===== config.mk =====
export PLATFORM = sky130hd
export DESIGN_NAME = mux_arb_n
export DESIGN_NICKNAME = d
export VERILOG_FILES = /design/src/rtl/mux_arb_n.sv
export SDC_FILE = /design/constraint.sdc
export NUM_CORES = 1
export LEC_CHECK = 0
export ABC_AREA = 1
export BUFFER_PORTS_ARGS = -buffer_cell sky130_fd_sc_hd__buf_2
export CORE_AREA = 10 10 228 230
export DETAILED_ROUTE_END_ITERATION = 8
export DIE_AREA = 0 0 238 240
export GPL_ROUTABILITY_DRIVEN = 1
export GPL_TIMING_DRIVEN = 0
export HOLD_SLACK_MARGIN = 0.03
export SETUP_SLACK_MARGIN = 0.5
export SLEW_MARGIN = 15
export SYNTH_ARGS = -nofsm -noshare
export SYNTH_HDL_FRONTEND = slang
export SYNTH_SLANG_ARGS = --single-unit

===== constraint.sdc =====
create_clock -name clk -period 6.16 [get_ports clk]
set_input_delay 0.616 -clock clk [delete_from_list [all_inputs] [get_ports clk]]
set_output_delay 0.616 -clock clk [all_outputs]
set_load 0.02 [all_outputs]

===== src/rtl/mux_arb_n.sv =====
// rtl/mux_arb_n.sv - N-channel valid/ready multiplexer with direct or round-robin selection
//
// Purpose: forwards one word per cycle from one of N_CH producers into a
// registered output stage. The channel is either picked by an external
// select (mode=0) or by a round-robin arbiter among the valid channels (mode=1).
//
// Ports:
//   clk        rising-edge clock
//   reset_n    asynchronous active-low reset
//   in_data    N_CH*WIDTH, channel i at [i*WIDTH +: WIDTH]
//   in_valid   per-channel valid
//   in_ready   per-channel ready (combinational, one-hot or zero)
//   mode       0 = direct select, 1 = round-robin
//   sel        channel index used in direct mode
//   out_data   registered selected word
//   out_valid  out_data holds a word
//   out_ready  consumer accepts the word
//   out_ch     source channel of out_data
module mux_arb_n #(
  parameter int WIDTH = 64,
  parameter int N_CH  = 8,
  parameter int SEL_W = $clog2(N_CH)
) (
  input  logic                  clk,
  input  logic                  reset_n,
  input  logic [N_CH*WIDTH-1:0] in_data,
  input  logic [N_CH-1:0]       in_valid,
  output logic [N_CH-1:0]       in_ready,
  input  logic                  mode,
  input  logic [SEL_W-1:0]      sel,
  output logic [WIDTH-1:0]      out_data,
  output logic                  out_valid,
  input  logic                  out_ready,
  output logic [SEL_W-1:0]      out_ch
);

  logic [SEL_W-1:0] last_grant;
  logic [SEL_W-1:0] grant;
  logic             grant_valid;
  logic [SEL_W-1:0] rr_grant;
  logic             rr_found;
  logic [SEL_W-1:0] idx_s;
  int               idx;
  logic             pipe_ready;
  logic             xfer;
  logic [WIDTH-1:0] grant_data;

  assign pipe_ready = !out_valid || out_ready;

  // Round-robin search starting just after the last served channel.
  // The index is wrapped by subtraction so N_CH need not be a power of 2.
  always_comb begin
    rr_grant = '0;
    rr_found = 1'b0;
    idx      = 0;
    idx_s    = '0;
    for (int k = 1; k <= N_CH; k++) begin
      idx = int'(last_grant) + k;
      if (idx >= N_CH) idx = idx - N_CH;
      idx_s = SEL_W'(idx);
      if (!rr_found && in_valid[idx_s]) begin
        rr_found = 1'b1;
        rr_grant = idx_s;
      end
    end
  end

  always_comb begin
    grant       = '0;
    grant_valid = 1'b0;
    if (mode) begin
      grant       = rr_grant;
      grant_valid = rr_found;
    end else begin
      grant = sel;
      // Out-of-range selects grant nothing rather than aliasing a channel.
      if (int'(sel) < N_CH) grant_valid = in_valid[sel];
    end
  end

  assign xfer = pipe_ready && grant_valid;

  always_comb begin
    in_ready   = '0;
    grant_data = '0;
    for (int i = 0; i < N_CH; i++) begin
      if (grant == SEL_W'(i)) begin
        in_ready[i] = reset_n && xfer;
        grant_data  = in_data[i*WIDTH +: WIDTH];
      end
    end
  end

  always_ff @(posedge clk or negedge reset_n) begin
    if (!reset_n) begin
      out_valid  <= 1'b0;
      out_data   <= '0;
      out_ch     <= '0;
      last_grant <= SEL_W'(N_CH - 1);
    end else if (xfer) begin
      // A drain and a new transfer in the same cycle give a back-to-back word.
      out_valid  <= 1'b1;
      out_data   <= grant_data;
      out_ch     <= grant;
      last_grant <= grant;
    end else if (out_ready && out_valid) begin
      out_valid <= 1'b0;
    end
  end

endmodule


==> results of run 1 <==
## layer usage
layer	GRT usage	wire (um)	vias to the layer above
li1	-	-	6053
met3	0.0614	5990	132
met2	0.346	29200	768
met4	0.0984	2630	10
met1	0.238	24400	5999
met5	0	69	-
## path summary, 6_finish.rpt
path,endpoint,slack [ns],cells past startpoint
min in group clk,out_data[59],0.47,2
hold reg to reg,out_data[59],0.47,2
setup reg to reg,out_data[0],1.26,18
setup / recovery,in_ready[2],0.90,19
max in group asynchronous,last_grant[0],5.28,2
hold / removal,out_data[60],0.20,1
## cell usage in the layout (no fill, tap or decap), types with 10 or more instances in the layout
master,instances
a21oi_1,132
buf_2,647
clkbuf_1,61
dfrtp_1,68
inv_1,143
nand2_1,384
nand2_2,10
nand3_1,95
nand4_1,261
nor2_1,139
## layout make-up
cell class,instances,area share
sequential,71,0.144
buffer,123,0.0491
antenna,5,0.00101
multi-input combinational,1069,0.422
clock inverter,6,0.00873
inverter,153,0.0466
clock buffer,10,0.0194
timing repair buffer,603,0.247
tap,615,0.0624
## state kept, by name (all words and copies together) (netlist names)
register / cells
last_grant: 3
out_valid: 1
out_data: 64
out_ch: 3
## critical path, cell delays in order, from the launching register on
cell and delay [ns]:
dfstp_2 0.54, buf_4 0.18, inv_2 0.05, buf_6 0.15
ha_1 0.42, inv_2 0.17, nand3_1 0.15, nand3_1 0.11
nand2_1 0.10, inv_2 0.10, nand4_2 0.15, nor2_4 0.18
nand4_1 0.10, nand2_1 0.09, nor2_1 0.05, nor2_2 0.51
buf_2 0.59, buf_2 0.33, nor4_1 0.07, buf_2 0.18
## stage by stage
stage | hold slack (ns) | total power [mW] | cells
2_1_floorplan | 0.320 | 4.83 | 1416
6_report | 0.196 | 8.06 | 2655
3_3_place_gp | 0.457 | 7.36 | 2633
3_5_place_dp | 0.459 | 7.38 | 2634
5_1_grt | 0.214 | 8.73 | 2650
4_1_cts | 0.178 | 8.08 | 2650
## logic make-up (layout without fill, tap and decap cells)
| family | Yosys count | after routing | synth area share |
|---|---|---|---|
| buffers and inverters | 276 | 895 | 0.145 |
| adders and majority gates | 2 | 2 | 0.00307 |
| xor gates and xnor gates | 3 | 3 | 0.00322 |
| AOI/OAI and AO/OA | 146 | 146 | 0.0926 |
| other | 0 | 5 | 0 |
| DFF | 71 | 71 | 0.218 |
| and+or+nand+nor | 918 | 918 | 0.538 |
## power by group through the flow
stage / Combinational (mW) / Sequential [mW] / Clock (mW)
final: 6.57 / 0.828 / 0.663
after CTS: 6.56 / 0.824 / 0.694
after global routing: 7.17 / 0.852 / 0.704
after floorplan: 3.74 / 1.09 / 0
after detailed placement: 6.55 / 0.828 / 0
after global placement: 6.53 / 0.824 / 0
==> metrics.yaml, run 1 <==
status: "complete, no violations"
required_ns: 5.54
place_area_mm2: 0.0120
worst_slew_pin_slew_ns: 1.22
post_cts_resize_count: 0
p_sw_mw: 5.12
hold_buffers: 0
wl_mm: 62.4
crit_type: "reg2out"
dr.pass1.iters: 6
place_ws_ns: 1.25
place_congestion: 0.939
hold_class: "in2async"
ant_nets: 0
r2r_start: "last_grant[0]"
netlist_top_cells_count: "384 x nand2_1, 261 x nand4_1, 143 x inv_1, 139 x nor2_1, 132 x a21oi_1"
die_x_um: 238
vias_per_cell: 4.88
finClkSkew_ns: 0.0143
drv_cap: 0
startpoint_type: "register"
grt_first_pass_wirelength_mm: 86.1
cp-startpoint: "last_grant[0]"
synth.avg_cell_area_um2: 5.76
yosysSeqAreaShare: 0.218
endpoint_kind: "output port"
drive_gt1_frac: 0.354
worst_slack_ns: 0.901
placeableCoreArea_mm2: 0.0473
cts_made_buffers: 9
powerDensity_mw_per_mm2: 654
async_reset_ff_frac: 1.00
critPathMaxFanout: 11
finalSetupTns_ns: 0
final_hold_viol_count: 0
ys_ff_latch: 71
wire_per_inst_um: 23.5
insertion_delay_ns: 0.39
critical_path_arrival_ns: 4.64
cts_tree: "done"
die_y_um: 240
period_needed_ns: 5.26
fill_cells: 5610
place.port_buffers: 602
synth_cells: 1416
antenna_found_initial: 14
cts_num_sinks: 71
p_int_mw: 2.94
track_usage: 0.206
dieArea_mm2: 0.0571
drt_iter0_markers: 1081
clk_pin_slew_worst_paths_ns: 0.07
pwr-share-comb: 0.815
p_leak_nw: 6.79
synth_top_area_frac: 0.209
clk_path_buf_depth: 2
multi_input_area_mm2: 0.00520
p_sw_frac: 0.635
cts_root_buffer: "clkbuf_16"
register_area_mm2: 0.00178
utilization: 0.260
grt_max_degree: 42
synth.distinct_cells: 36
synth_flop_cell: "dfrtp_1"
fmax_mhz: 190
synth-edff-count: 0
route.vias.total: 13000
slew_viol_final: 0
nets: 2559
post-cts-setup-buffer-count: 0
synthTopCellsByArea: "dfrtp_1 21%, nand4_1 20%, nand2_1 18%, a21oi_1 8.1%, inv_1 6.6%"
cts_htree_levels: 3
grt_pass1_vias: 12800
rsz0062_at_grt: "no"
setup_violations: 0
fin_area_mm2: 0.0123
area_growth_pct: 51.1
mappedNetlistArea_mm2: 0.00816
yosysMostFrequentCell: "nand2_1"
pwr-share-seq: 0.103
yosysTopAreaCell: "dfrtp_1"
clock_power_share: 0.082
post-route-period-util: 0.854
boundaryPins: 603
route.detailed.drc: 0
ys_warn_count: 0
hpwl_mm: 51.0
synth_nets: 1945
fp-row-count: 80
overflow: 0
maxSlewHeadroom: 0.185
initial_core_util: 0.172
peakVddDrop_uv: 288
No activity file was read; power rests on OpenSTA's default activity.
==> run 2, diff against run 1 <==
Settings changed: ABC_AREA 1 to not set, CORE_AREA 10 10 228 230 to 10 10 224 226, DIE_AREA 0 0 238 240 to 0 0 234 236.
==> run 2 against run 1 <==
Synthesized cell count fell by 32%. Area after synthesis fell by 5.1%. Via count fell by 14%. Worst setup slack got worse by 0.24 ns. Sequential share of layout area rose by 0.29 points. Non-clock buffer count fell by 8. Clock skew fell by 0.0061 ns. Critical path type unchanged.
==> metrics.yaml, run 2 <==
area_growth_pct: 56.1
crit_cells: 15
holdWs_ns: 0.218
hold_buffers: 0
async_reset_ff_frac: 1.00
fin_cells: 2195
worst_slack_ns: 0.665
drive_gt1_frac: 0.483
place_area_mm2: 0.0115
place_congestion: 0.995
synth.distinct_cells: 54
drt_iter0_markers: 704
die_x_um: 234
critPathMaxFanout: 10
wl_mm: 59.2
route.detailed.drc: 0
slowest_stage: "mux4_2"
startpoint_type: "register"
cp_top_family: "buffers and inverters"
endpoint_kind: "output port"
netlist_top_cells_count: "128 x or3_1, 77 x nor2_1, 76 x a21oi_1, 73 x mux2i_1, 73 x nand2_1"
nets: 2108
setup_violations: 0
grt_pass1_vias: 11700
synth.avg_cell_area_um2: 8.10
clk_pin_slew_worst_paths_ns: 0.07
p_leak_nw: 5.54
initial_core_util: 0.169
crit_path_cell_trace: "clkbuf_4 > clkinvlp_4 > ha_1 > clkbuf_4 > mux4_2 > mux2i_4 > or3b_1 > o211ai_2 > nand4_1 > nand2_4 > buf_6 > buf_8 > clkbuf_4 > nor3b_1 > buf_2"
ys_warn_count: 0
synth_cells: 956
critPathBufInv: 7
place.port_buffers: 601
route.vias.total: 11200
vias_per_cell: 5.10
synth-edff-count: 0
fin_area_mm2: 0.0121
hpwl_mm: 48.0
critical_path_arrival_ns: 4.88
yosysSeqAreaShare: 0.230
top_register: "out_data"
hold_class: "in2async"
insertion_delay_ns: 0.38
placeableCoreArea_mm2: 0.0459
fp-row-count: 79
grt_first_pass_wirelength_mm: 81.5
worst_slew_pin_slew_ns: 0.961
finClkSkew_ns: 0.00816
post-route-period-util: 0.892
cts_made_buffers: 9
track_usage: 0.202
slew_viol_final: 0
boundaryPins: 603
top_regs: "out_data: 64 flops, last_grant: 3 flops, out_ch: 3 flops"
synth_flop_cell: "dfrtp_1"
cts_htree_levels: 3
fmax_mhz: 182
critPathMostFrequentCell: "clkbuf_4"
final_common_cell: "buf_2"
peakVddDrop_uv: 288
period_needed_ns: 5.50
antenna_found_initial: 11
cts_tree: "done"
yosysMostFrequentCell: "or3_1"
ff2ff_setup_slack_ns: 0.87
maxSlewHeadroom: 0.359
dr.pass1.iters: 5
wire_per_inst_um: 27.0
required_ns: 5.54
r2r_cells: 15
crit_type: "reg2out"
drv_cap: 0
place_ws_ns: -0.349
powerDensity_mw_per_mm2: 592
dieArea_mm2: 0.0552
die_y_um: 236
placed_cells: 2165
ys_ff_latch: 71
clk_path_buf_depth: 2
synthTopCellsByArea: "dfrtp_1 22%, or3_1 10%, mux2i_1 9.4%, o2bb2ai_1 7.2%, a31oi_1 5.3%"
mappedNetlistArea_mm2: 0.00774
yosysTopAreaCell: "dfrtp_1"
cts_num_sinks: 71
synth_nets: 1485
overflow: 0
grt_max_degree: 40
rsz0062_at_grt: "yes"
largest_reg_flops: 64
synth_top_area_frac: 0.220
cts_root_buffer: "clkbuf_16"
cpPeakStageDelay_ns: 0.62
ant_nets: 0
final_cell_mix: "655 x buf_2, 128 x or3_1, 77 x nor2_1"
status: "complete, no violations"
final_hold_viol_count: 0
run 2: cell count changes after synthesis, sizes merged, moves of 73 or more:
cell	previous run	this run
nand4	262	2
nand3	101	6
or3	0	128
nand2	395	74
mux2i	0	73
inv	151	7
run 2: what timing repair did:
action | 4_1_cts | 5_1_grt
setup buffers | 4 | 6
setup endpoints to repair | 77 | 7
pin swaps | 1 | 3
resized for setup | 18 | 15
run 2: kinds of logic (layout without fill, tap and decap cells):
logic type	Yosys count	count (layout)	synth area share
buffers and inverters	113	741	0.0758
other	0	4	0
muxes	96	96	0.145
adders and majority gates	2	2	0.00323
AOI/OAI and AO/OA	356	356	0.332
DFF	71	71	0.230
and+or+nand+nor	314	314	0.209
xor gates and xnor gates	4	4	0.00452
run 2: stage by stage:
stage	setup TNS [ns]	total power [mW]	utilization
global route	0	7.61	0.264
detailed placement	-3.40	6.28	0.252
floorplan	0	4.16	-
CTS	0	7.07	0.261
global placement	-1.12	6.24	0.251
finish	0	7.15	0.264
run 2: final timing paths:
path,end,startpoint
worst max-delay path,in_ready[2],last_grant[1]
worst min-delay path,out_data[29],reset_n
worst max register to register,out_data[53],last_grant[1]
worst min register to register,out_ch[0],out_ch[0]
max in group asynchronous,out_data[11],reset_n
min in group clk,out_ch[0],out_ch[0]
run 2: where the power goes:
part	switching, mW	leakage, nW	internal, mW
registers	0.128	0.804	0.721
clock network	0.263	0.156	0.366
logic	3.71	4.58	1.97
run 2: final cells by class:
class	count	area, um^2
tap	607	759
fill	5127	33800
buffer	106	612
multi-input combinational	772	5460
antenna	4	10.0
clock inverter	5	81.3
clock buffer	11	243
timing repair buffer	612	3110
sequential	71	1780
inverter	7	30.0
run 2: layer usage:
layer,global-route usage,up-vias,share of wire
met5,0,-,0.00052
met4,0.0719,4,0.030
met3,0.0461,89,0.086
met2,0.343,706,0.49
met1,0.242,5423,0.40
li1,-,4963,-
==> run 3, diff against run 2 <==
Settings changed: RECOVER_POWER set to 25.
==> run 3 against run 2 <==
The flow now finishes with violations (max-capacitance violations, max-slew violations). Clock-buffer cell count stayed put. Utilization shrank 0.060 points. Power is essentially flat. Largest power group unchanged. Die area unchanged. Largest cell class unchanged. Hold slack better by 0.29 ns. Combinational power about the same.
==> metrics.yaml, run 3 (synthesized netlist as in run 2, its figures left out) <==
status: "complete, but fails checks"
violations: "max-capacitance violations, max-slew violations"
grt_max_degree: 40
finalSetupTns_ns: 0
boundaryPins: 603
largest_reg_flops: 64
antenna_found_initial: 11
placeableCoreArea_mm2: 0.0459
startpoint_type: "register"
fin_area_mm2: 0.0121
slew_viol_final: 77
endpoint_kind: "output port"
cts_root_buffer: "clkbuf_16"
powerDensity_mw_per_mm2: 593
crit_type: "reg2out"
critPathMaxFanout: 10
peakVddDrop_uv: 288
post-route-period-util: 0.898
final_cell_mix: "655 x buf_2, 128 x or3_1, 77 x nor2_1"
insertion_delay_ns: 0.38
drt_iter0_markers: 690
finClkSkew_ns: 0.00826
vias_per_cell: 5.10
nets: 2108
die_x_um: 234
top_register: "out_data"
fill_cells: 5133
drv_cap: 2
die_y_um: 236
place.port_buffers: 601
critPathMostFrequentCell: "clkbuf_4"
grt_first_pass_wirelength_mm: 81.5
clk_path_buf_depth: 2
dieArea_mm2: 0.0552
ant_nets: 0
grt_pass1_vias: 11700
hpwl_mm: 48.0
slowest_stage: "mux4_2"
place_area_mm2: 0.0115
hold_class: "reg2reg"
clk_pin_slew_worst_paths_ns: 0.07
worst_slew_pin_slew_ns: 2.55
overflow: 0
fin_cells: 2195
required_ns: 5.54
fp-row-count: 79
cpPeakStageDelay_ns: 0.62
track_usage: 0.202
setup_violations: 0
critical_path_arrival_ns: 4.92
fmax_mhz: 181
route.detailed.drc: 0
wl_mm: 59.2
multi_input_area_mm2: 0.00546
maxSlewHeadroom: -0.701
drive_gt1_frac: 0.482
area_growth_pct: 55.8
dr.pass1.iters: 5
top_regs: "out_data: 64 flops, last_grant: 3 flops, out_ch: 3 flops"
route.vias.total: 11200
cts_made_buffers: 9
wire_per_inst_um: 26.9
cts_htree_levels: 3
period_needed_ns: 5.53
p_leak_nw: 5.53
cts_num_sinks: 71
placed_cells: 2165
register_area_mm2: 0.00178
crit_path_cell_trace: "clkbuf_4 > clkinvlp_4 > ha_1 > clkbuf_4 > mux4_2 > mux2i_4 > nor2b_2 > a21oi_1 > o31ai_1 > o221a_4 > buf_4 > buf_6 > nand3_1 > nor3_1 > buf_2"
final_common_cell: "buf_2"
initial_core_util: 0.169
rsz0062_at_grt: "yes"
cts_tree: "done"
place_congestion: 0.995
final_hold_viol_count: 0
==> run 3: what timing repair did <==
action                                  in CTS  in global routing
hold buffers                                 0                  0
resized for setup                           18                 15
endpoints found under the setup margin      77                  7
buffers inserted                             4                  6
pin swaps                                    1                  3
==> run 3: area by class of cell <==
class / instances / share of cell area
Antenna cell: 4 / 0.000830
Buffer: 106 / 0.0507
Clock buffer: 11 / 0.0201
Clock inverter: 5 / 0.00674
Inverter: 7 / 0.00249
Multi-Input combinational cell: 772 / 0.453
Sequential cell: 71 / 0.148
Tap cell: 607 / 0.0630
Timing Repair Buffer: 612 / 0.256
==> run 3: path summary, 6_finish.rpt <==
kind                               start            to  slack, ns  cells past startpoint
hold reg to reg                out_ch[0]     out_ch[0]       0.51                      2
setup reg to reg           last_grant[1]  out_data[53]       0.87                     15
max in group asynchronous        reset_n  out_data[11]       1.93                      2
min in group asynchronous        reset_n  out_data[29]       0.91                      1
hold / removal                 out_ch[0]     out_ch[0]       0.51                      2
setup / recovery           last_grant[1]   in_ready[0]       0.63                     15
==> run 3: layer usage <==
metal | vias up | track usage | wire [um]
li1 | 4964 | - | -
met1 | 5434 | 0.242 | 23500
met4 | 4 | 0.0719 | 1840
met5 | - | 0 | 31
met3 | 91 | 0.0461 | 5070
met2 | 699 | 0.343 | 28700
==> run 3: worst max-delay path, delay by kind of cell, from the launching register on <==
kind / cells / cell delay, ns
buffers and inverters: 6 / 1.36
multiplexers: 2 / 0.86
AO/OA/AOI/OAI: 3 / 0.74
AND/OR/NAND/NOR: 3 / 0.73
flip-flops: 1 / 0.56
adder cells (fa/ha/maj): 1 / 0.29
==> run 3: metrics by stage <==
stage	util	total power, mW	setup slack, ns	hold WS [ns]
2_1_floorplan	-	4.16	1.07	0.320
4_1_cts	0.261	7.07	0.473	0.208
3_5_place_dp	0.252	6.28	-0.349	0.494
3_3_place_gp	0.251	6.24	-0.258	0.478
5_1_grt	0.263	7.61	0.384	0.517
6_report	0.263	7.15	0.628	0.508
==> run 3: power breakdown <==
part | total (mW) | internal, mW | switching, mW
clock network | 0.629 | 0.366 | 0.263
registers | 0.849 | 0.721 | 0.128
logic | 5.67 | 1.97 | 3.71
total | 7.15 | 3.05 | 4.10
